File: src/rtl/retire_unit.sv
// Two-stage commit retirement: S1 frees old physical mappings and looks up the arch index,
// S2 drives the architectural register-file writes. Optional counter: RETIRE_PERF_CNT_EN.
module retire_unit #(
    parameter int PHYS_W = 6,
    parameter int ARCH_W = 5,
    parameter int DATA_W = 32
) (
    input  logic              clk,
    input  logic              reset_n,
    input  logic              retire_hold,
    input  logic              commit_valid_1,
    input  logic              commit_valid_2,
    input  logic [PHYS_W-1:0] commit_dest_1,
    input  logic [PHYS_W-1:0] commit_dest_2,
    input  logic [PHYS_W-1:0] free_oldDest_1,
    input  logic [PHYS_W-1:0] free_oldDest_2,
    input  logic [DATA_W-1:0] commit_value_1,
    input  logic [DATA_W-1:0] commit_value_2,
    output logic              commit_ready,
    output logic              retire_valid1,
    output logic              retire_valid2,
    output logic [PHYS_W-1:0] retire_phys_reg1,
    output logic [PHYS_W-1:0] retire_phys_reg2,
    output logic [PHYS_W-1:0] retire_cur_phys_reg1,
    output logic [PHYS_W-1:0] retire_cur_phys_reg2,
    input  logic [ARCH_W-1:0] arch_reg1,
    input  logic [ARCH_W-1:0] arch_reg2,
    output logic              RegWrite1,
    output logic              RegWrite2,
    output logic [ARCH_W-1:0] rd1,
    output logic [ARCH_W-1:0] rd2,
    output logic [DATA_W-1:0] rd1_data,
    output logic [DATA_W-1:0] rd2_data,
    output logic              proto_err,
    output logic [31:0]       retired_count
);

    logic              w_take1;
    logic              w_take2;
    logic              w_proto;

    logic              r_s1_valid1;
    logic              r_s1_valid2;
    logic [PHYS_W-1:0] r_s1_dest1;
    logic [PHYS_W-1:0] r_s1_dest2;
    logic [PHYS_W-1:0] r_s1_old1;
    logic [PHYS_W-1:0] r_s1_old2;
    logic [DATA_W-1:0] r_s1_value1;
    logic [DATA_W-1:0] r_s1_value2;

    logic              r_s2_valid1;
    logic              r_s2_valid2;
    logic [ARCH_W-1:0] r_s2_rd1;
    logic [ARCH_W-1:0] r_s2_rd2;
    logic [DATA_W-1:0] r_s2_data1;
    logic [DATA_W-1:0] r_s2_data2;

    logic              r_proto_err;

    // Ready is forced low during reset so the ROB never retires into a flushed pipe.
    assign commit_ready = reset_n & ~retire_hold;

    // A lone slot-2 commit breaks in-order retirement; the whole group is dropped.
    assign w_proto = commit_valid_2 & ~commit_valid_1;
    assign w_take1 = commit_ready & commit_valid_1;
    assign w_take2 = commit_ready & commit_valid_1 & commit_valid_2;

    // NOTE: sequential state uses non-blocking (<=) so every flop samples pre-edge values.
    always_ff @(posedge clk or negedge reset_n) begin
        if (!reset_n) begin
            r_s1_valid1 <= 1'b0;
            r_s1_valid2 <= 1'b0;
            r_s1_dest1  <= '0;
            r_s1_dest2  <= '0;
            r_s1_old1   <= '0;
            r_s1_old2   <= '0;
            r_s1_value1 <= '0;
            r_s1_value2 <= '0;
        end else begin
            r_s1_valid1 <= w_take1;
            r_s1_valid2 <= w_take2;
            if (w_take1) begin
                r_s1_dest1  <= commit_dest_1;
                r_s1_old1   <= free_oldDest_1;
                r_s1_value1 <= commit_value_1;
            end
            if (w_take2) begin
                r_s1_dest2  <= commit_dest_2;
                r_s1_old2   <= free_oldDest_2;
                r_s1_value2 <= commit_value_2;
            end
        end
    end

    always_ff @(posedge clk or negedge reset_n) begin
        if (!reset_n) begin
            r_proto_err <= 1'b0;
        end else if (commit_ready && w_proto) begin
            r_proto_err <= 1'b1;
        end
    end

    // S2 samples unconditionally; arch_reg is the rename answer to this cycle's S1 key.
    always_ff @(posedge clk or negedge reset_n) begin
        if (!reset_n) begin
            r_s2_valid1 <= 1'b0;
            r_s2_valid2 <= 1'b0;
            r_s2_rd1    <= '0;
            r_s2_rd2    <= '0;
            r_s2_data1  <= '0;
            r_s2_data2  <= '0;
        end else begin
            r_s2_valid1 <= r_s1_valid1;
            r_s2_valid2 <= r_s1_valid2;
            r_s2_rd1    <= arch_reg1;
            r_s2_rd2    <= arch_reg2;
            r_s2_data1  <= r_s1_value1;
            r_s2_data2  <= r_s1_value2;
        end
    end

    // Physical register 0 is the permanent x0 mapping and is never returned.
    assign retire_valid1        = r_s1_valid1 & (r_s1_old1 != '0);
    assign retire_valid2        = r_s1_valid2 & (r_s1_old2 != '0);
    assign retire_phys_reg1     = r_s1_old1;
    assign retire_phys_reg2     = r_s1_old2;
    assign retire_cur_phys_reg1 = r_s1_dest1;
    assign retire_cur_phys_reg2 = r_s1_dest2;

    assign rd1      = r_s2_rd1;
    assign rd2      = r_s2_rd2;
    assign rd1_data = r_s2_data1;
    assign rd2_data = r_s2_data2;

    // NOTE: combinational outputs get defaults first so no path can infer a latch.
    always_comb begin
        RegWrite1 = 1'b0;
        RegWrite2 = 1'b0;
        if (r_s2_valid1 && (r_s2_rd1 != '0)) begin
            RegWrite1 = 1'b1;
        end
        if (r_s2_valid2 && (r_s2_rd2 != '0)) begin
            RegWrite2 = 1'b1;
        end
        // Younger slot 2 wins a same-index write.
        if (r_s2_valid1 && r_s2_valid2 && (r_s2_rd1 == r_s2_rd2)) begin
            RegWrite1 = 1'b0;
        end
    end

    assign proto_err = r_proto_err;

`ifdef RETIRE_PERF_CNT_EN
    logic [31:0] r_retired_count;

    always_ff @(posedge clk or negedge reset_n) begin
        if (!reset_n) begin
            r_retired_count <= '0;
        end else begin
            r_retired_count <= r_retired_count + 32'(w_take1) + 32'(w_take2);
        end
    end

    assign retired_count = r_retired_count;
`else
    assign retired_count = '0;
`endif

endmodule

File: config.mk
export PLATFORM = sky130hd
export DESIGN_NAME = retire_unit
export DESIGN_NICKNAME = d
export VERILOG_FILES = /design/src/rtl/retire_unit.sv
export SDC_FILE = /design/constraint.sdc
export NUM_CORES = 1
export LEC_CHECK = 0
export BUFFER_PORTS_ARGS = -buffer_cell sky130_fd_sc_hd__buf_2
export CORE_MARGIN = 2
export CORE_UTILIZATION = 42
export CTS_CLUSTER_DIAMETER = 60
export CTS_CLUSTER_SIZE = 24
export DETAILED_ROUTE_END_ITERATION = 8
export GPL_ROUTABILITY_DRIVEN = 0
export PLACE_DENSITY = 0.74
export SYNTH_ARGS = -nofsm -noshare
export SYNTH_HDL_FRONTEND = slang
export SYNTH_SLANG_ARGS = --single-unit
File: constraint.sdc
create_clock -name clk -period 1.2 [get_ports clk]
set_input_delay 0.12 -clock clk [delete_from_list [all_inputs] [get_ports clk]]
set_output_delay 0.12 -clock clk [all_outputs]
set_load 0.1 [all_outputs]
# == After elaboration in Yosys (flattened, before gate mapping) ==
# Index checks and enable logic that the tools add are counted.
# classes
eq_ne,1
n_mux,3
bitwise_logic,8
n_reduce_logical,9
# ops
operator,count
$reduce_bool 6->1,2
$reduce_bool 5->1,2
$and 1x1->1,6
$eq 5x5->1,1
$logic_and 1x1->1,5
$mux 1,3
$not 1->1,2
# totals
register_bits,167
in_bits,103

# == Longest topological paths before layout ==
# Gate-level depths: netlist of run 1.
# logic_depth
depth_word,4
mapped_depth,4
ltp_nobuf,3

# == Least setup slack after synthesis of run 1 ==
# Ideal clock, no wire load.
# synth_path
kind,register -> output
start,register r_s2_rd2[0] (netlist: rd2[0])
end,output port RegWrite1
arrival_ns,2.788
slack_ns,-1.708
path_stages_with_launch,3
cell_sequence,dfrtp_1 xnor2_1 a31oi_1
# synth_via
elab_chain_cells,3
# synth_lines
item,line,rtl
start: declaration,54,logic [ARCH_W-1:0] r_s2_rd2;
start signal: assignment,116,r_s2_rd2 <= arch_reg2;
$eq 5x5->1,146,if (r_s2_valid1 && r_s2_valid2 && (r_s2_rd1 == r_s2_rd2)) begin
$logic_and 1x1->1,146,
$mux 1,146,
end: declaration,28,"output logic RegWrite1,"
# No other way between the ends.

# == Worst setup path after layout of run 1 ==
# layout_path
start,register r_s1_old2[2] (netlist: retire_phys_reg2[2])
end,output port retire_valid2
# layout_via
elab_chain_cells,2
# layout_lines
item,line,rtl
start: declaration,47,logic [PHYS_W-1:0] r_s1_old2;
start signal: assignment,89,r_s1_old2 <= free_oldDest_2;
$reduce_bool 6->1,124,assign retire_valid2 = r_s1_valid2 & (r_s1_old2 != '0);
$and 1x1->1,124,
end: declaration,21,"output logic retire_valid2,"
# No other way between the ends.

==> results of run 1 <==
cells in the mapped netlist (2+ instances only):
library cell,instances,area [µm²]
mux2_2,88,991
dfrtp_1,167,4180
o31a_1,2,17.5
inv_1,2,7.51
xor2_1,4,35.0
or4_1,4,30.0
buf_4,32,240
clkbuf_8,4,55.1
buf_6,4,45.0
metal layers:
| layer | share of wire (%) | vias to the layer above | GRT usage, % |
|---|---|---|---|
| met5 | 0 | - | 0 |
| met4 | 3.8 | 0 | 8.72 |
| met3 | 6.7 | 48 | 7.83 |
| met2 | 56 | 176 | 40.1 |
| met1 | 33 | 1980 | 21.6 |
| li1 | - | 1748 | - |
kinds of logic (layout without fill, tap and decap cells):
logic type | Yosys count | in the layout | synth area share [%]
other | 1 | 33 | 0.0659
and+or+nand+nor | 9 | 9 | 1.36
muxes | 88 | 88 | 17.4
AOI/OAI and AO/OA | 6 | 6 | 0.770
buffers and inverters | 42 | 384 | 6.12
DFF | 167 | 167 | 73.5
xor gates and xnor gates | 5 | 5 | 0.770
layout make-up:
type                    count  area, µm²
fillers                   786       3500
clock inverters             7       71.3
diodes                      1       2.50
well taps                 176        220
inverters                   2       7.51
flip-flops and latches    167       4210
repair buffers            352       3360
clock buffers              23        488
multi-input cells         140       1380
critical path, stage by stage (launching register included):
cell,delay (ns)
dfrtp_2,0.40
or4_4,0.54
o31a_4,0.30
buf_12,0.17
registers in the layout, indices dropped and copies added, names as in the netlist, 5 cells and up:
register              cells
r_s1_value2              32
retire_phys_reg2          6
rd1                       5
r_s1_value1              32
retire_phys_reg1          6
rd2_data                 32
retire_cur_phys_reg2      6
rd1_data                 32
retire_cur_phys_reg1      6
rd2                       5
power groups by stage:
stage / registers [mW] / clock network (mW) / logic [mW]
6_report: 7.30 / 5.11 / 8.62
5_1_grt: 7.41 / 5.47 / 8.83
4_1_cts: 7.24 / 5.18 / 8.40
3_5_place_dp: 7.29 / 0 / 7.75
3_3_place_gp: 7.21 / 0 / 7.69
2_1_floorplan: 11.9 / 0 / 1.21
what timing repair did:
item	in CTS	in global routing
resized for setup	113	33
gates cloned	0	2
setup buffers	7	13
setup endpoints to repair	94	75
hold buffers	101	0
pin swaps	8	2
hold endpoints to repair	123	0
path summary, 6_finish.rpt:
kind	cells past startpoint	to	startpoint
worst max-delay path	3	retire_valid2	retire_phys_reg2[2]
worst max register to register	3	retire_phys_reg1[1]	retire_phys_reg1[1]
max in group asynchronous	4	retire_phys_reg1[1]	reset_n
worst min-delay path	2	proto_err	commit_valid_1
min in group asynchronous	3	retire_cur_phys_reg1[1]	reset_n
worst min register to register	0	rd1_data[1]	r_s1_value1[1]
==> summary.md, run 1 <==
| Metric | Value |
|---|---|
| Die area | `roughly 0.014 mm²` |
| Fraction of layout cells with a size suffix above 1 | `58.2%` |
| Total grt overflow | `0` |
| CP Class | `flop to output port` |
| Combinational share of power | `approximately two fifths` |
| P_int | `12.2 mW` |
| Routed len/inst | `about 18 µm` |
| Placed cell areas | `between 0.007 and 0.008 mm²` |
| Warnings from Yosys | `0` |
| Most used flip-flop cell after synthesis | `dfrtp_1` |
| DRT Pass-1 Iters | `4` |
| Critical path startpoint category | `flop` |
| IO buf count | `just over 200` |
| DR vias | `slightly below 4000` |
| Net Sw Power | `about 8.8 mW` |
| Max Fclk | `0.514 GHz` |
| Dpl ws | `-0.516 ns` |
| WP data required | `roughly 1.1 ns` |
| CTS Buf Count | `17` |
| Critical Path Sink Type | `output port` |
| Status | `finished, violations left` |
| Seq/Total Area, Yosys | `73.5%` |
| Syn Area/Cell | `17.9 µm²` |
| Clock power frac | `about a quarter` |
| Overall power | `21.0 mW` |
| Minimum clock period | `around 2 ns` |
| Seq pwr share | `34.7%` |
| Placed cells | `roughly 730` |
| Vias in the first global route | `approximately 4500` |
| Most frequent cells in the layout | `dfrtp_1 (149), dlygate4sd3_1 (100), buf_2 (99)` |
| Maxcap violations | `0` |
| Clock H-tree levels | `4` |
| Total track usage | `a little over a fifth` |
| Reg clk slew, reported paths | `0.06 ns` |
| Slew Viols, Final | `0` |
| Clk_lat worst skew | `0.41 ns` |
| Sw Share | `about two fifths` |
| Routed Antenna Nets | `0` |
| Drt drc | `0` |
| Largest net degree at the start of global routing | `between 80 and 90` |
| Final setup margin | `-0.744 ns` |
| Antenna violations before repair | `0` |
| Setup TNS | `-4.23 ns` |
| Synth Cell Area | `between 0.005 and 0.006 mm²` |
| Worst Hold Class | `input pin to flop` |
| Number of synthesized register bits | `167` |
| First-pass GRT wire length | `23300 µm` |
| DPL Wire Length | `between 8000 and 9000 µm` |
| Failing checks | `setup timing` |
| Vias per inst | `around 4.6` |
| Clk buf depth | `2` |
| Die extent in y | `around 120 µm` |
| Commonest non-fill, non-tap cell in the layout | `dfrtp_1` |
| Utilization after layout | `73.5%` |
| Crit Path Max Fanout | `2` |
| CTS tree | `built` |
| Final Non-Filler Cells | `868` |
| Final setup viols | `26` |
| Synth Instances | `between 300 and 400` |
| Final hold violation count | `0` |
| Crit path DAT | `about 1.8 ns` |
| Drt total wl | `15400 µm` |
| Nets | `between 700 and 800` |
| Initial Util | `42.9%` |
| Area grow syn2layout | `71.3%` |
| RSZ-0062 raised after global routing | `true` |
| CTS root buf | `clkbuf_16` |
| Post-synth EDFFs | `0` |
| Total I/O pin count | `around 240` |
| Peak supply drop | `between 1 and 1.5 mV` |
| Crit share post-route | `162%` |
| Number of clock sinks | `167` |
| Asr flop ratio synth | `100%` |
| P_leak | `4.63 nW` |
| Pwr per Cell Area | `about 2200 mW/mm²` |
| Core Rows | `42` |
| Clock Skew | `just over 0.005 ns` |
| Core area | `between 0.01 and 0.015 mm²` |
| Initial DRC count | `~100` |
| R2R setup slack | `roughly 0.12 ns` |
| Worst hold slack | `between 0.1 and 0.15 ns` |
| Die W | `around 120 µm` |
| Cell area after layout | `0.00974 mm²` |
| Synth cell types | `20` |
(Power assumes the default switching activity.)
==> inputs of run 2 (changes only) <==
--- a/config.mk
+++ b/config.mk
@@ -12,6 +12,7 @@
 export CTS_CLUSTER_SIZE = 24
 export DETAILED_ROUTE_END_ITERATION = 8
 export GPL_ROUTABILITY_DRIVEN = 0
+export MAX_ROUTING_LAYER = met4
 export PLACE_DENSITY = 0.74
 export SYNTH_ARGS = -nofsm -noshare
 export SYNTH_HDL_FRONTEND = slang
==> summary.md, run 2 (synthesized netlist as in run 1, its figures left out) <==
| Metric | Value |
|---|---|
| Total I/O pin count | `239 (unchanged)` |
| Vias in the first global route | `4534 (+0.71%)` |
| Maxcap violations | `0 (unchanged)` |
| DPL Wire Length | `8630 µm (unchanged)` |
| Placed cells | `728 (unchanged)` |
| Routed Antenna Nets | `0 (unchanged)` |
| Max Fclk | `0.514 GHz (about the same)` |
| Commonest non-fill, non-tap cell in the layout | `dfrtp_1` |
| Peak supply drop | `1.38 mV (-4.3%)` |
| Final setup viols | `26 (unchanged)` |
| Layout fillers | `788 (+0.25%)` |
| Critical path startpoint category | `flop` |
| Total grt overflow | `0 (unchanged)` |
| RSZ-0062 raised after global routing | `true` |
| Worst hold slack | `0.145 ns (-0.000303 ns)` |
| Minimum clock period | `1.95 ns (+0.00152 ns)` |
| First-pass GRT wire length | `23200 µm (-0.35%)` |
| Die extent in y | `120 µm (unchanged)` |
| WP buf/inv | `1 (unchanged)` |
| IO buf count | `206 (unchanged)` |
| Crit path DAT | `1.83 ns (about the same)` |
| Drt drc | `0 (unchanged)` |
| Seq. cell area | `0.00421 mm² (unchanged)` |
| Area grow syn2layout | `71.2% (about the same)` |
| Reg clk slew, reported paths | `0.06 ns (about the same)` |
| Initial DRC count | `129 (+28%)` |
| Core area | `0.0132 mm² (unchanged)` |
| Core Rows | `42 (unchanged)` |
| CP max stage cell | `or4_4` |
| Status | `finished, violations left` |
| Drt total wl | `15400 µm (about the same)` |
| Crit Path Max Fanout | `2 (unchanged)` |
| Max incr delay on CP | `0.54 ns (about the same)` |
| Final setup margin | `-0.746 ns (-0.00152 ns)` |
| Antenna violations before repair | `0 (unchanged)` |
| CP Class | `flop to output port` |
| Slew Viols, Final | `0 (unchanged)` |
| CTS Buf Count | `17 (unchanged)` |
| Nets | `783 (unchanged)` |
| Clock H-tree levels | `4 (unchanged)` |
| Pwr per Cell Area | `2160 mW/mm² (about the same)` |
| Most frequent cells in the layout | `dfrtp_1 (149), dlygate4sd3_1 (100), buf_2 (99)` |
| DR vias | `3950 (-0.051%)` |
| Footprint of the multi-input gates | `0.00138 mm² (unchanged)` |
| Clock Skew | `0.00522 ns (+0.000130 ns)` |
| Critical Path Sink Type | `output port` |
| Clk buf depth | `2 (unchanged)` |
| Die area | `0.0145 mm² (unchanged)` |
| WP data required | `1.08 ns (about the same)` |
| Failing checks | `setup timing` |
| DRT Pass-1 Iters | `4 (unchanged)` |
| Number of clock sinks | `167 (unchanged)` |
| Setup TNS | `-4.24 ns (-0.0137 ns)` |
| Die W | `120 µm (unchanged)` |
| Vias per inst | `4.55 (about the same)` |
| Fraction of layout cells with a size suffix above 1 | `58.2% (unchanged)` |
| Crit-path cells | `or4_4 > o31a_4 > buf_12` |
| Initial Util | `42.9% (unchanged)` |
| CP top delay family | `simple AND/OR/NAND/NOR gates` |
| Clk_lat worst skew | `0.42 ns (about the same)` |
| CTS tree | `built` |
| Final Non-Filler Cells | `868 (unchanged)` |
| Routed len/inst | `17.7 µm (about the same)` |
| Final hold violation count | `0 (unchanged)` |
| Largest net degree at the start of global routing | `87 (unchanged)` |
| Total track usage | `22.1% (+0.57 points)` |
| Crit share post-route | `162% (about the same)` |
| Worst Hold Class | `input pin to flop` |
| P_leak | `4.63 nW (about the same)` |
| CTS root buf | `clkbuf_16` |
run 2: cell types whose count changed in the layout (fill, tap and decap cells not counted):
| cell | change |
|---|---|
| buf_8 | +1 |
| buf_12 | -1 |
run 2: area by class of cell:
| cell class | count | area share, % |
|---|---|---|
| Timing Repair Buffer | 352 | 34.5 |
| Antenna cell | 1 | 0.0257 |
| Inverter | 2 | 0.0771 |
| Clock buffer | 23 | 5.01 |
| Multi-Input combinational cell | 140 | 14.2 |
| Sequential cell | 167 | 43.3 |
| Clock inverter | 7 | 0.733 |
| Tap cell | 176 | 2.26 |
run 2: what timing repair did:
action	in CTS	in global routing
hold buffers	101	0
pin swaps	8	2
setup endpoints to repair	94	76
gates resized for setup	113	32
gates cloned	0	2
setup buffers	7	13
endpoints found under the hold margin	123	0
run 2: metrics by stage:
| stage | util, % | instance area [µm²] | total power [mW] | setup WS (ns) |
|---|---|---|---|---|
| floorplan | - | 5890 | 13.1 | -0.509 |
| detailed placement | 57.5 | 7620 | 15.0 | -0.516 |
| CTS | 72.2 | 9560 | 20.8 | -0.763 |
| global route | 73.5 | 9730 | 21.7 | -0.783 |
| finish | 73.5 | 9730 | 21.0 | -0.746 |
| global placement | 57.5 | 7620 | 14.9 | -0.508 |
run 2: power breakdown:
group / internal, mW / total, mW / leakage [nW] / switching, mW
clock: 3.05 / 5.12 / 0.267 / 2.07
combinational: 2.42 / 8.61 / 2.39 / 6.19
sequential: 6.73 / 7.30 / 1.97 / 0.570
run 2: metal layers:
metal	vias to the layer above	part of all wire (%)	track usage, %
met5	-	0	-
met4	0	3.5	8.94
met3	41	6.2	7.08
met2	179	56	40.2
met1	1986	34	21.8
li1	1744	-	-
run 2: final timing paths:
| path | slack (ns) | start | depth (start not counted) | endpoint |
|---|---|---|---|---|
| worst max-delay path | -0.75 | retire_phys_reg2[2] | 3 | retire_valid2 |
| worst min-delay path | 0.15 | commit_valid_1 | 2 | proto_err |
| worst max register to register | 0.12 | retire_phys_reg1[1] | 3 | retire_phys_reg1[1] |
| worst min register to register | 0.37 | r_s1_value2[7] | 0 | rd2_data[7] |
| max in group asynchronous | 0.18 | reset_n | 4 | retire_phys_reg1[1] |
| min in group asynchronous | 0.23 | reset_n | 3 | rd2_data[24] |
==> inputs of run 3 (changes only) <==
--- a/config.mk
+++ b/config.mk
@@ -7,13 +7,13 @@
 export LEC_CHECK = 0
 export BUFFER_PORTS_ARGS = -buffer_cell sky130_fd_sc_hd__buf_2
 export CORE_MARGIN = 2
-export CORE_UTILIZATION = 42
+export CORE_UTILIZATION = 43
 export CTS_CLUSTER_DIAMETER = 60
 export CTS_CLUSTER_SIZE = 24
 export DETAILED_ROUTE_END_ITERATION = 8
 export GPL_ROUTABILITY_DRIVEN = 0
 export MAX_ROUTING_LAYER = met4
-export PLACE_DENSITY = 0.74
+export PLACE_DENSITY = 0.76
 export SYNTH_ARGS = -nofsm -noshare
 export SYNTH_HDL_FRONTEND = slang
 export SYNTH_SLANG_ARGS = --single-unit
==> summary.md, run 3 (synthesized netlist as in run 1, its figures left out) <==
| Metric | Value |
|---|---|
| Status | `finished, violations left` |
| DPL Wire Length | `8580 µm (-0.59%)` |
| Max incr delay on CP | `0.55 ns (about the same)` |
| Slew Viols, Final | `0 (unchanged)` |
| Final hold violation count | `0 (unchanged)` |
| Core area | `0.0131 mm² (-1.2%)` |
| Crit-path cells | `or4_4 > o31a_4 > buf_12` |
| CP top delay family | `simple AND/OR/NAND/NOR gates` |
| Total I/O pin count | `239 (unchanged)` |
| Peak supply drop | `1.39 mV (+0.89%)` |
| Minimum clock period | `2.03 ns (+0.0821 ns)` |
| Drt total wl | `15400 µm (+0.46%)` |
| Combinational share of power | `39.7% (-1.3 points)` |
| Critical Path Sink Type | `output port` |
| WP buf/inv | `1 (unchanged)` |
| Initial DRC count | `198 (+53%)` |
| Footprint of the multi-input gates | `0.00137 mm² (-0.55%)` |
| Seq. cell area | `0.00421 mm² (unchanged)` |
| P_leak | `4.64 nW (+0.16%)` |
| Commonest non-fill, non-tap cell in the layout | `dfrtp_1` |
| R2R setup slack | `0.15 ns (+0.03 ns)` |
| CTS tree | `built` |
| Pwr per Cell Area | `2220 mW/mm² (+3.0%)` |
| Utilization after layout | `74.7% (+1.2 points)` |
| Clock Skew | `0.00542 ns (+0.000205 ns)` |
| Seq pwr share | `33.7% (-1.0 points)` |
| Routed Antenna Nets | `0 (unchanged)` |
| Antenna violations before repair | `2 (+2)` |
| Reg2reg end | `retire_phys_reg1[3]` |
| Net Sw Power | `9.02 mW (+2.2%)` |
| First-pass GRT wire length | `22800 µm (-1.8%)` |
| Die area | `0.0142 mm² (-2.2%)` |
| Worst Hold Class | `input pin to async pin` |
| CP max stage cell | `or4_4` |
| IO buf count | `206 (unchanged)` |
| Setup TNS | `-4.56 ns (-0.316 ns)` |
| Maxcap violations | `0 (unchanged)` |
| Critical path startpoint category | `flop` |
| Crit Path Max Fanout | `2 (unchanged)` |
| DRT Pass-1 Iters | `4 (unchanged)` |
| Total track usage | `22.0% (-0.14 points)` |
| Final setup margin | `-0.828 ns (-0.0821 ns)` |
| Clock H-tree levels | `4 (unchanged)` |
| Fraction of layout cells with a size suffix above 1 | `58.2% (about the same)` |
| Number of clock sinks | `167 (unchanged)` |
| Nets | `779 (-0.51%)` |
| Most frequent cells in the layout | `dfrtp_1 (149), dlygate4sd3_1 (101), buf_2 (101)` |
| Clk_lat worst skew | `0.41 ns (about the same)` |
| Die W | `119 µm (-1.1%)` |
| Crit path DAT | `1.91 ns (+0.08 ns)` |
| CTS root buf | `clkbuf_16` |
| CP Class | `flop to output port` |
| Worst hold slack | `0.149 ns (+0.00306 ns)` |
| Reg clk slew, reported paths | `0.06 ns (about the same)` |
| Area grow syn2layout | `71.9%` |
| WP data required | `1.08 ns (about the same)` |
| Crit share post-route | `169% (+6.8 points)` |
| Core Rows | `42 (unchanged)` |
| Die extent in y | `119 µm (-1.1%)` |
| DR vias | `3881 (-1.7%)` |
| Routed len/inst | `17.8 µm (+0.58%)` |
| Vias in the first global route | `4354 (-4.0%)` |
| Layout fillers | `721 (-8.5%)` |
| Clk buf depth | `2 (unchanged)` |
| RSZ-0062 raised after global routing | `true` |
| RR Startpoint | `retire_phys_reg1[3]` |
| Clock power frac | `26.7% (+2.4 points)` |
| Max Fclk | `0.493 GHz (-4.1%)` |
| Worst R2R Path Depth | `3 (unchanged)` |
| Initial Util | `43.5% (+0.52 points)` |
| Vias per inst | `4.48 (-1.6%)` |
| Sw Share | `41.5% (-0.50 points)` |
| Largest net degree at the start of global routing | `92 (+5.7%)` |
| Final setup viols | `43 (+65%)` |
| P_int | `12.7 mW (+4.4%)` |
| Drt drc | `0 (unchanged)` |
| Failing checks | `setup timing` |
| CTS Buf Count | `17 (unchanged)` |
| Total grt overflow | `0 (unchanged)` |
run 3: cell types whose count changed in the layout (fill, tap and decap cells not counted), moves of 2 or more:
| cell | change |
|---|---|
| buf_2 | +2 |
| buf_6 | +19 |
| inv_6 | +3 |
| buf_12 | -3 |
| clkbuf_8 | -3 |
| buf_4 | -20 |
| clkbuf_1 | -2 |
| bufinv_16 | +3 |
run 3: power groups by stage:
stage	registers, mW	logic [mW]	clock network [mW]
2_1_floorplan	11.9	1.21	0
3_3_place_gp	7.20	7.62	0
3_5_place_dp	7.29	7.68	0
4_1_cts	7.25	8.39	5.90
5_1_grt	7.43	8.81	6.21
6_report	7.32	8.63	5.80
run 3: tightest hold or removal path, stage by stage:
cell	delay, ns
buf_6	0.08
dlygate4sd3_1	0.54
buf_4	0.15
run 3: cell type report:
| class | count | area share (%) |
|---|---|---|
| Timing Repair Buffer | 348 | 34.0 |
| Multi-Input combinational cell | 140 | 14.0 |
| Clock buffer | 18 | 4.49 |
| Tap cell | 176 | 2.25 |
| Antenna cell | 2 | 0.0512 |
| Inverter | 2 | 0.0768 |
| Clock inverter | 14 | 2.01 |
| Sequential cell | 167 | 43.1 |
run 3: worst max-delay path by stage:
stage,startpoint,endpoint,slack [ns],depth (start not counted)
2_1_floorplan,retire_phys_reg1[1],retire_valid1,-0.51,2
3_3_place_gp,retire_phys_reg1[1],retire_valid1,-0.48,3
3_5_place_dp,retire_phys_reg2[1],retire_valid2,-0.52,3
4_1_cts,retire_phys_reg1[2],retire_valid1,-0.82,3
5_1_grt,retire_phys_reg1[2],retire_valid1,-0.87,3
6_report,retire_phys_reg1[2],retire_valid1,-0.83,3
run 3: per-stage QoR:
stage | setup slack [ns] | power, mW | area [µm²] | std cells
floorplan | -0.509 | 13.1 | 5890 | 349
global placement | -0.484 | 14.8 | 7540 | 724
detailed placement | -0.522 | 15.0 | 7540 | 724
CTS | -0.819 | 21.5 | 9580 | 859
global route | -0.872 | 22.5 | 9780 | 867
finish | -0.828 | 21.8 | 9780 | 867
run 3: timing repair:
action                                  4_1_cts  5_1_grt
gates resized for setup                     121       39
buffers inserted                              6       10
cloned                                        0        2
pin swaps                                     8        1
endpoints found under the setup margin       97       93
hold endpoints to repair                    266        0
hold buffers                                101        0
run 3: metal layers:
layer  wire, µm  global-route usage (%)  vias to the layer above
met1       5490                    23.6                     1953
li1           -                       -                     1738
met5          0                       -                        -
met2       8700                    38.3                      151
met4        506                    10.3                        0
met3        751                    5.36                       39
